[src/rtl/pwm_ctrl_pkg.sv]
// Shared types for PWM duty controllers.
// Holds the fade state encoding and default duty width.
package pwm_ctrl_pkg;

    localparam int DUTY_W_DFLT = 4;

    typedef enum logic [2:0] {
        IDLE      = 3'd0,
        RAMP_UP   = 3'd1,
        HOLD_HIGH = 3'd2,
        RAMP_DOWN = 3'd3,
        HOLD_LOW  = 3'd4
    } fade_state_e;

endpackage

[src/rtl/pwm_step_tick.sv]
// Step-rate prescaler: one-cycle tick every STEP_CYCLES enabled cycles.
// clr restarts the period; counter holds while en is low.
module pwm_step_tick #(
    parameter int STEP_CYCLES = 16
) (
    input  logic clk,
    input  logic rst,
    input  logic en,
    input  logic clr,
    output logic tick
);

    localparam int CW = $clog2(STEP_CYCLES);
    localparam logic [CW-1:0] LAST = CW'(STEP_CYCLES - 1);

    logic [CW-1:0] cnt_q;

    assign tick = en && (cnt_q == LAST);

    // Period counter, wraps to zero on the tick cycle
    always_ff @(posedge clk or negedge rst) begin
        if (!rst) begin
            cnt_q <= '0;
        end else if (clr) begin
            cnt_q <= '0;
        end else if (en) begin
            cnt_q <= tick ? '0 : cnt_q + CW'(1);
        end
    end

endmodule

[src/rtl/pwm_fade_sequencer.sv]
// Breathing-profile sequencer driving a PWM generator duty input.
// Define PWM_FADE_LOOP_EN to repeat the profile until stopped.
module pwm_fade_sequencer
    import pwm_ctrl_pkg::*;
#(
    parameter int DUTY_W      = DUTY_W_DFLT,
    parameter int STEP_CYCLES = 16,
    parameter int HOLD_STEPS  = 4
) (
    input  logic              clk,
    input  logic              rst,
    input  logic              start_i,
    input  logic              stop_i,
    input  logic [DUTY_W-1:0] max_duty_i,
    output logic [DUTY_W-1:0] duty_o,
    output logic              busy_o,
    output logic              done_o
);

`ifdef PWM_FADE_LOOP_EN
    localparam bit LOOP_EN = 1'b1;
`else
    localparam bit LOOP_EN = 1'b0;
`endif

    localparam logic [7:0] HOLD_LAST = 8'(HOLD_STEPS - 1);

    fade_state_e       state_q, state_d;
    logic [DUTY_W-1:0] duty_q, duty_d;
    logic [DUTY_W-1:0] max_q, max_d;
    logic [7:0]        hold_q, hold_d;
    logic              pend_q, pend_d;
    logic              done_q, done_d;
    logic              tick;
    logic              tick_clr;

    pwm_step_tick #(
        .STEP_CYCLES(STEP_CYCLES)
    ) u_tick (
        .clk (clk),
        .rst (rst),
        .en  (state_q != IDLE),
        .clr (tick_clr),
        .tick(tick)
    );

    // State and datapath registers
    always_ff @(posedge clk or negedge rst) begin
        if (!rst) begin
            state_q <= IDLE;
            duty_q  <= '0;
            max_q   <= '0;
            hold_q  <= '0;
            pend_q  <= 1'b0;
            done_q  <= 1'b0;
        end else begin
            state_q <= state_d;
            duty_q  <= duty_d;
            max_q   <= max_d;
            hold_q  <= hold_d;
            pend_q  <= pend_d;
            done_q  <= done_d;
        end
    end

    // Next-state and datapath update; stop wins over a same-cycle tick
    always_comb begin
        state_d  = state_q;
        duty_d   = duty_q;
        max_d    = max_q;
        hold_d   = hold_q;
        pend_d   = pend_q;
        done_d   = 1'b0;
        tick_clr = 1'b0;
        if (state_q != IDLE && stop_i) pend_d = 1'b1;
        unique case (state_q)
            IDLE: begin
                if (start_i) begin
                    max_d    = max_duty_i;
                    duty_d   = '0;
                    tick_clr = 1'b1;
                    state_d  = RAMP_UP;
                end
            end
            RAMP_UP: begin
                if (stop_i) begin
                    state_d = RAMP_DOWN;
                end else if (tick) begin
                    if (duty_q == max_q) begin
                        state_d = HOLD_HIGH;
                        hold_d  = '0;
                    end else begin
                        duty_d = duty_q + DUTY_W'(1);
                    end
                end
            end
            HOLD_HIGH: begin
                if (stop_i) begin
                    state_d = RAMP_DOWN;
                end else if (tick) begin
                    if (hold_q == HOLD_LAST) state_d = RAMP_DOWN;
                    else hold_d = hold_q + 8'd1;
                end
            end
            RAMP_DOWN: begin
                if (tick) begin
                    if (duty_q == '0) begin
                        state_d = HOLD_LOW;
                        hold_d  = '0;
                    end else begin
                        duty_d = duty_q - DUTY_W'(1);
                    end
                end
            end
            HOLD_LOW: begin
                if (tick) begin
                    if (hold_q == HOLD_LAST) begin
                        if (LOOP_EN && !pend_q) begin
                            state_d = RAMP_UP;
                            max_d   = max_duty_i;
                        end else begin
                            state_d = IDLE;
                            done_d  = 1'b1;
                            pend_d  = 1'b0;
                        end
                    end else begin
                        hold_d = hold_q + 8'd1;
                    end
                end
            end
            default: state_d = IDLE;
        endcase
    end

    assign duty_o = duty_q;
    assign busy_o = (state_q != IDLE);
    assign done_o = done_q;

endmodule
[config.mk]
export PLATFORM = sky130hd
export DESIGN_NAME = pwm_fade_sequencer
export DESIGN_NICKNAME = d
export VERILOG_FILES = /design/src/rtl/pwm_ctrl_pkg.sv /design/src/rtl/pwm_step_tick.sv /design/src/rtl/pwm_fade_sequencer.sv
export SDC_FILE = /design/constraint.sdc
export NUM_CORES = 1
export LEC_CHECK = 0
export CORE_MARGIN = 2
export CORE_UTILIZATION = 49
export DETAILED_ROUTE_END_ITERATION = 8
export GPL_ROUTABILITY_DRIVEN = 0
export GPL_TIMING_DRIVEN = 1
export HOLD_SLACK_MARGIN = 0.02
export PLACE_DENSITY = 0.82
export SETUP_SLACK_MARGIN = 0.3
export SYNTH_ARGS = -nofsm -noshare
export SYNTH_HDL_FRONTEND = slang
export SYNTH_SLANG_ARGS = --single-unit
export TNS_END_PERCENT = 5
[constraint.sdc]
create_clock -name clk -period 2.6 [get_ports clk]
set_input_delay 0.52 -clock clk [delete_from_list [all_inputs] [get_ports clk]]
set_output_delay 0.52 -clock clk [all_outputs]
set_load 0.01 [all_outputs]
==> results.yml, run 1 <==
floorplanning:
  dieArea_mm2: 0.00362
  rows: 20
  ioPinCount: 14
  die_h_um: 60.2
  initial_utilization: 0.510
  fp.coreArea_mm2: 0.00303
  dieWidth_um: 60.2
setup_path:
  crit_arrival_ps: 2390
  cp-start-kind: "flip-flop"
  cp.required_ps: 2850
  crit_fanout: 11
  end_kind: "flip-flop"
  path_class: "reg2reg"
clock_tree:
  clk_latency_ps: 320
  h-tree-depth: 1
  root_buffer: "clkbuf_4"
  cts_buffers: 3
  path_clk_slew_ps: 140
  cts_buffer_depth: 2
  cts.sinks: 24
  tritoncts: "built"
synth:
  synth_warnings: 0
  synthDistinctLibCells: 49
  yosysSeqAreaShare: 0.389
  synthArstFlopShare: 1.00
  synth.area.top_cells: "dfrtp_1 (39%), nand2_1 (3.6%), mux2i_1 (3.2%)"
  synth_edf_count: 0
  netlist_area_mm2: 0.00155
  syn_avg_cell_area_um2: 9.48
  ys_ff_latch: 24
  synth_top_area_cell: "dfrtp_1"
  synthCells: 163
  synth_top_area_frac: 0.389
  synth_nets: 174
  synth-main-ff-cell: "dfrtp_1"
grt:
  grt_pass1_wl_um: 5510
  grt_max_degree: 25
  grt_pass1_vias: 1210
  grt.overflow.total: 0
  globalRouteTotalUtil: 0.206
  grt_antenna_before_repair: 0
timing:
  setup_viol: 0
  skew_ps: 4.58
  fin_setup_tns_ps: 0
  relSlewSlack: 0.660
  fin_ws_ps: 459
  finalHoldViolCount: 0
  final.period_utilization: 0.823
  clock.fmax_mhz: 467
  tightestPinTransition_ps: 506
  slew_violations: 0
  min_period_ps: 2140
  hold_slack_ps: 527
  rsz0062_at_grt: "true"
route:
  drt_iter0_markers: 127
  antenna_left: 0
  wirelength_um: 3370
  drc: 0
  drtPass1Iterations: 4
  vias: 1374
  routed_via_density: 6.19
  wl_per_cell_um: 15.2
pwr:
  leakage_nw: 0.737
  ir_drop_v: 0.000461
  powerDensity_mw_per_mm2: 1040
  fin_total_pwr_mw: 1.88
placed_design:
  detailedPlace.worstSlack_ps: 375
  dp_hpwl_um: 2470
  portBuffers: 13
  placed_area_mm2: 0.00173
worst_hold_path:
  min-delay-path-class: "reg2reg"
final_layout:
  n_antenna_cell: 0
  area_growth_pct: 16.3
  finalInstanceArea_mm2: 0.00180
  nets: 190
  drive_above_1_share: 0.152
status:
  status: "complete, no violations"
job:
  drv_cap: 0
[timing repair]
action	CTS	global route
setup buffers	0	0
cloned	0	0
endpoints found under the setup margin	1	2
resized for setup	2	2
hold buffers	0	0
[metal layers]
metal	vias to the layer above	GRT usage	part of all wire
met2	58	0.328	0.51
met5	-	0	0
met3	8	0.0455	0.064
met4	0	0.0825	0.010
li1	648	-	-
met1	660	0.271	0.42
[power breakdown]
group          switching (mW)  internal (mW)
Combinational           0.497          0.430
Clock                   0.116          0.156
Sequential              0.185          0.493
Total                   0.797           1.08
[path summary, 6_finish.rpt]
kind / cells past startpoint / startpoint / end / slack, ps
worst max-delay path: 7 / state_q[0] / duty_o[2] / 460
worst min-delay path: 1 / hold_q[0] / hold_q[0] / 530
worst max register to register: 7 / state_q[0] / duty_o[2] / 460
worst min register to register: 1 / hold_q[0] / hold_q[0] / 530
max in group asynchronous: 2 / rst / state_q[0] / 1800
min in group asynchronous: 2 / rst / hold_q[1] / 550
[worst max-delay path, cell delays in order, from the launching register on]
cell	delay [ps]
dfrtp_2	520
nand3b_2	190
xnor2_1	170
ha_1	200
or3_1	360
a2111oi_0	420
mux2i_1	130
o21ai_0	90
[area by class of cell]
cell class / count / area, um^2
fill: 257 / 1230
clock buffer: 3 / 22.5
tap: 44 / 55.1
timing repair buffer: 21 / 193
clock inverter: 1 / 30.0
sequential: 24 / 602
inverter: 4 / 15.0
multi-input combinational: 125 / 880
[Yosys cell counts, drive strengths merged (2+ instances only)]
| master | n |
|---|---|
| dfrtp | 24 |
| nand2 | 15 |
| nor2 | 10 |
| a21oi | 9 |
| a31oi | 7 |
| o21ai | 7 |
| buf | 6 |
| nand3 | 6 |
| a41oi | 5 |
| mux2i | 5 |
| nand2b | 5 |
| nor3 | 5 |
| and3 | 4 |
| clkbuf | 4 |
| inv | 4 |
| mux2 | 4 |
| or3 | 4 |
| xor2 | 4 |
| a211oi | 3 |
| ha | 3 |
| nand4 | 3 |
| nor4 | 3 |
| o31ai | 3 |
| a2111oi | 2 |
| and4 | 2 |
| nand3b | 2 |
| xnor2 | 2 |
[cells by family (layout without fill, tap and decap cells)]
family,Yosys count,count (layout),share of synthesized area
simple gates,64,64,0.236
compound gates,43,43,0.206
flops,24,24,0.389
buf+inv,14,29,0.0494
mux,9,9,0.0615
xor+xnor,6,6,0.0340
fa+ha+maj,3,3,0.0243
[metrics by stage]
| step | util | instances |
|---|---|---|
| after floorplan | - | 163 |
| after global placement | 0.571 | 218 |
| after detailed placement | 0.571 | 218 |
| after CTS | 0.592 | 222 |
| after global routing | 0.593 | 222 |
| final | 0.593 | 222 |
[flip-flops by register name, indices dropped and copies added (netlist names)]
register and cells:
done_o 1, duty_o 4, hold_q 8, max_q 4, state_q 3, u_tick.cnt_q 4
[cell usage in the layout, fill, tap and decap left out, drive strengths merged, types with 5 or more instances in the layout]
cell	n
a21oi	9
a31oi	7
a41oi	5
buf	8
clkdlybuf4s50	12
dfrtp	24
mux2i	5
nand2	15
nand2b	5
nand3	6
nor2	10
nor3	5
o21ai	7
No activity file was read; power rests on OpenSTA's default activity.
==> inputs of run 2 (changes only) <==
- PLACE_DENSITY: 0.82 -> 0.84
- clock period: 2.6 -> 1.8 ns (I/O delays scaled with it)
==> run 2 against run 1 <==
The run now ends with negative setup slack left. Worst setup slack worse by 580 ps. Non-clock buffer count is 18 higher. Clock-buffer cell count stayed put. Combinational power is 95% higher. Total power is 60% higher. Via count is 2.7% higher. Die area stayed put. Cell area is 15% higher. Routed wire length is 9.5% higher. Largest cell class unchanged. Cell count is 7.7% higher.
==> results.yml, run 2 (synthesized netlist as in run 1, its figures left out) <==
clock_tree:
  root_buffer: "clkbuf_4"
  cts.sinks: 24
  h-tree-depth: 1
  cts_buffers: 3
  tritoncts: "built"
  clk_latency_ps: 320
  cts_buffer_depth: 2
  path_clk_slew_ps: 130
worst_hold_path:
  min-delay-path-class: "in2async"
pwr:
  p_int_mw: 1.70
  power_frac_seq: 0.316
  switchingPower_mw: 1.30
  fin_total_pwr_mw: 3.00
  power_frac_comb: 0.604
  leakage_nw: 0.850
  powerDensity_mw_per_mm2: 1460
  clockPowerShare: 0.080
  ir_drop_v: 0.000724
  p_sw_frac: 0.435
timing:
  setup_viol: 3
  rsz0062_at_grt: "true"
  fin_ws_ps: -118
  skew_ps: 9.79
  final.period_utilization: 1.07
  relSlewSlack: 0.792
  clock.fmax_mhz: 521
  finalHoldViolCount: 0
  tightestPinTransition_ps: 310
  slew_violations: 0
  min_period_ps: 1920
route:
  antenna_left: 0
  routed_via_density: 5.90
  drc: 0
  wirelength_um: 3690
  wl_per_cell_um: 15.5
  drtPass1Iterations: 4
  drt_iter0_markers: 55
  vias: 1411
setup_path:
  cp-start-kind: "flip-flop"
  path_cells: "buf_6 -> nand3b_4 -> xnor2_2 -> ha_2 -> or3_4 -> a2111oi_4 -> mux2i_1 -> o21ai_1"
  cp_num_buf_inv: 1
  crit_fanout: 2
  cp.required_ps: 2050
  cpPeakStageDelay_ps: 400
  reg2reg_setup_slack_ps: -120
  path_class: "reg2reg"
  crit_family: "simple AND/OR/NAND/NOR gates"
  end_kind: "flip-flop"
  cpMaxStageDelayCell: "or3_4"
  crit_arrival_ps: 2170
grt:
  grt_max_degree: 20
  grt.overflow.total: 0
  grt_pass1_vias: 1353
  globalRouteTotalUtil: 0.227
  grt_pass1_wl_um: 6110
  grt_antenna_before_repair: 0
status:
  violations: "negative setup slack"
  status: "complete, but fails checks"
final_layout:
  fill_cells: 227
  largest_reg_flops: 8
  drive_above_1_share: 0.338
  nets: 208
  layout.cells.most_common: "buf_4"
  n_antenna_cell: 0
  area_growth_pct: 33.4
  top_register: "hold_q"
  layout_common_cells: "buf_4 (22), dfrtp_1 (20), nand2_1 (15)"
  finalInstanceArea_mm2: 0.00206
floorplanning:
  ioPinCount: 14
  fp.coreArea_mm2: 0.00303
  dieWidth_um: 60.2
  initial_utilization: 0.510
  die_h_um: 60.2
  dieArea_mm2: 0.00362
  rows: 20
job:
  drv_cap: 0
placed_design:
  portBuffers: 13
  dp_hpwl_um: 2690
  placed_area_mm2: 0.00190
==> run 2: per-layer routing <==
metal | track usage | up-vias | part of all wire
li1 | - | 680 | -
met1 | 0.302 | 673 | 0.43
met2 | 0.370 | 49 | 0.50
met3 | 0.0173 | 9 | 0.040
met4 | 0.114 | 0 | 0.026
met5 | 0 | - | 0
==> run 2: repair_timing <==
action | 4_1_cts | 5_1_grt
hold buffers | 0 | 0
endpoints found under the setup margin | 24 | 27
setup buffers | 2 | 0
resized for setup | 28 | 9
pin swaps | 3 | 0
==> run 2: metrics by stage <==
step / worst slack, ps / utilization / TNS [ps] / cells / hold WS (ps)
2_1_floorplan: -47.1 / - / -106 / 163 / 64.4
3_3_place_gp: -38.5 / 0.629 / -201 / 234 / 472
3_5_place_dp: -102 / 0.629 / -727 / 234 / 484
4_1_cts: -92.1 / 0.670 / -261 / 239 / 354
5_1_grt: -205 / 0.681 / -693 / 239 / 381
6_report: -118 / 0.681 / -281 / 239 / 354
==> run 2: worst paths after layout <==
check / start / to / cells after the start
setup reg to reg: state_q[0] / duty_o[2] / 8
hold reg to reg: hold_q[5] / hold_q[5] / 1
hold / removal: rst / hold_q[4] / 2
setup / recovery: state_q[0] / duty_o[2] / 8
min in group clk: hold_q[5] / hold_q[5] / 1
max in group asynchronous: rst / duty_o[0] / 2
==> run 2: cell type report <==
type | count | area [um^2] | share of cell area
clock buffers | 3 | 22.5 | 0.0109
multi-input cells | 125 | 1020 | 0.494
inverters | 4 | 15.0 | 0.00729
repair buffers | 39 | 344 | 0.167
well taps | 44 | 55.1 | 0.0267
flip-flops and latches | 24 | 606 | 0.294
==> run 2: power by group through the flow <==
stage | Clock (mW) | Sequential [mW] | Combinational [mW]
after detailed placement | 0 | 0.951 | 1.63
final | 0.240 | 0.949 | 1.81
after global placement | 0 | 0.937 | 1.56
after global routing | 0.260 | 0.983 | 1.98
after CTS | 0.247 | 0.942 | 1.78
after floorplan | 0 | 0.913 | 1.11
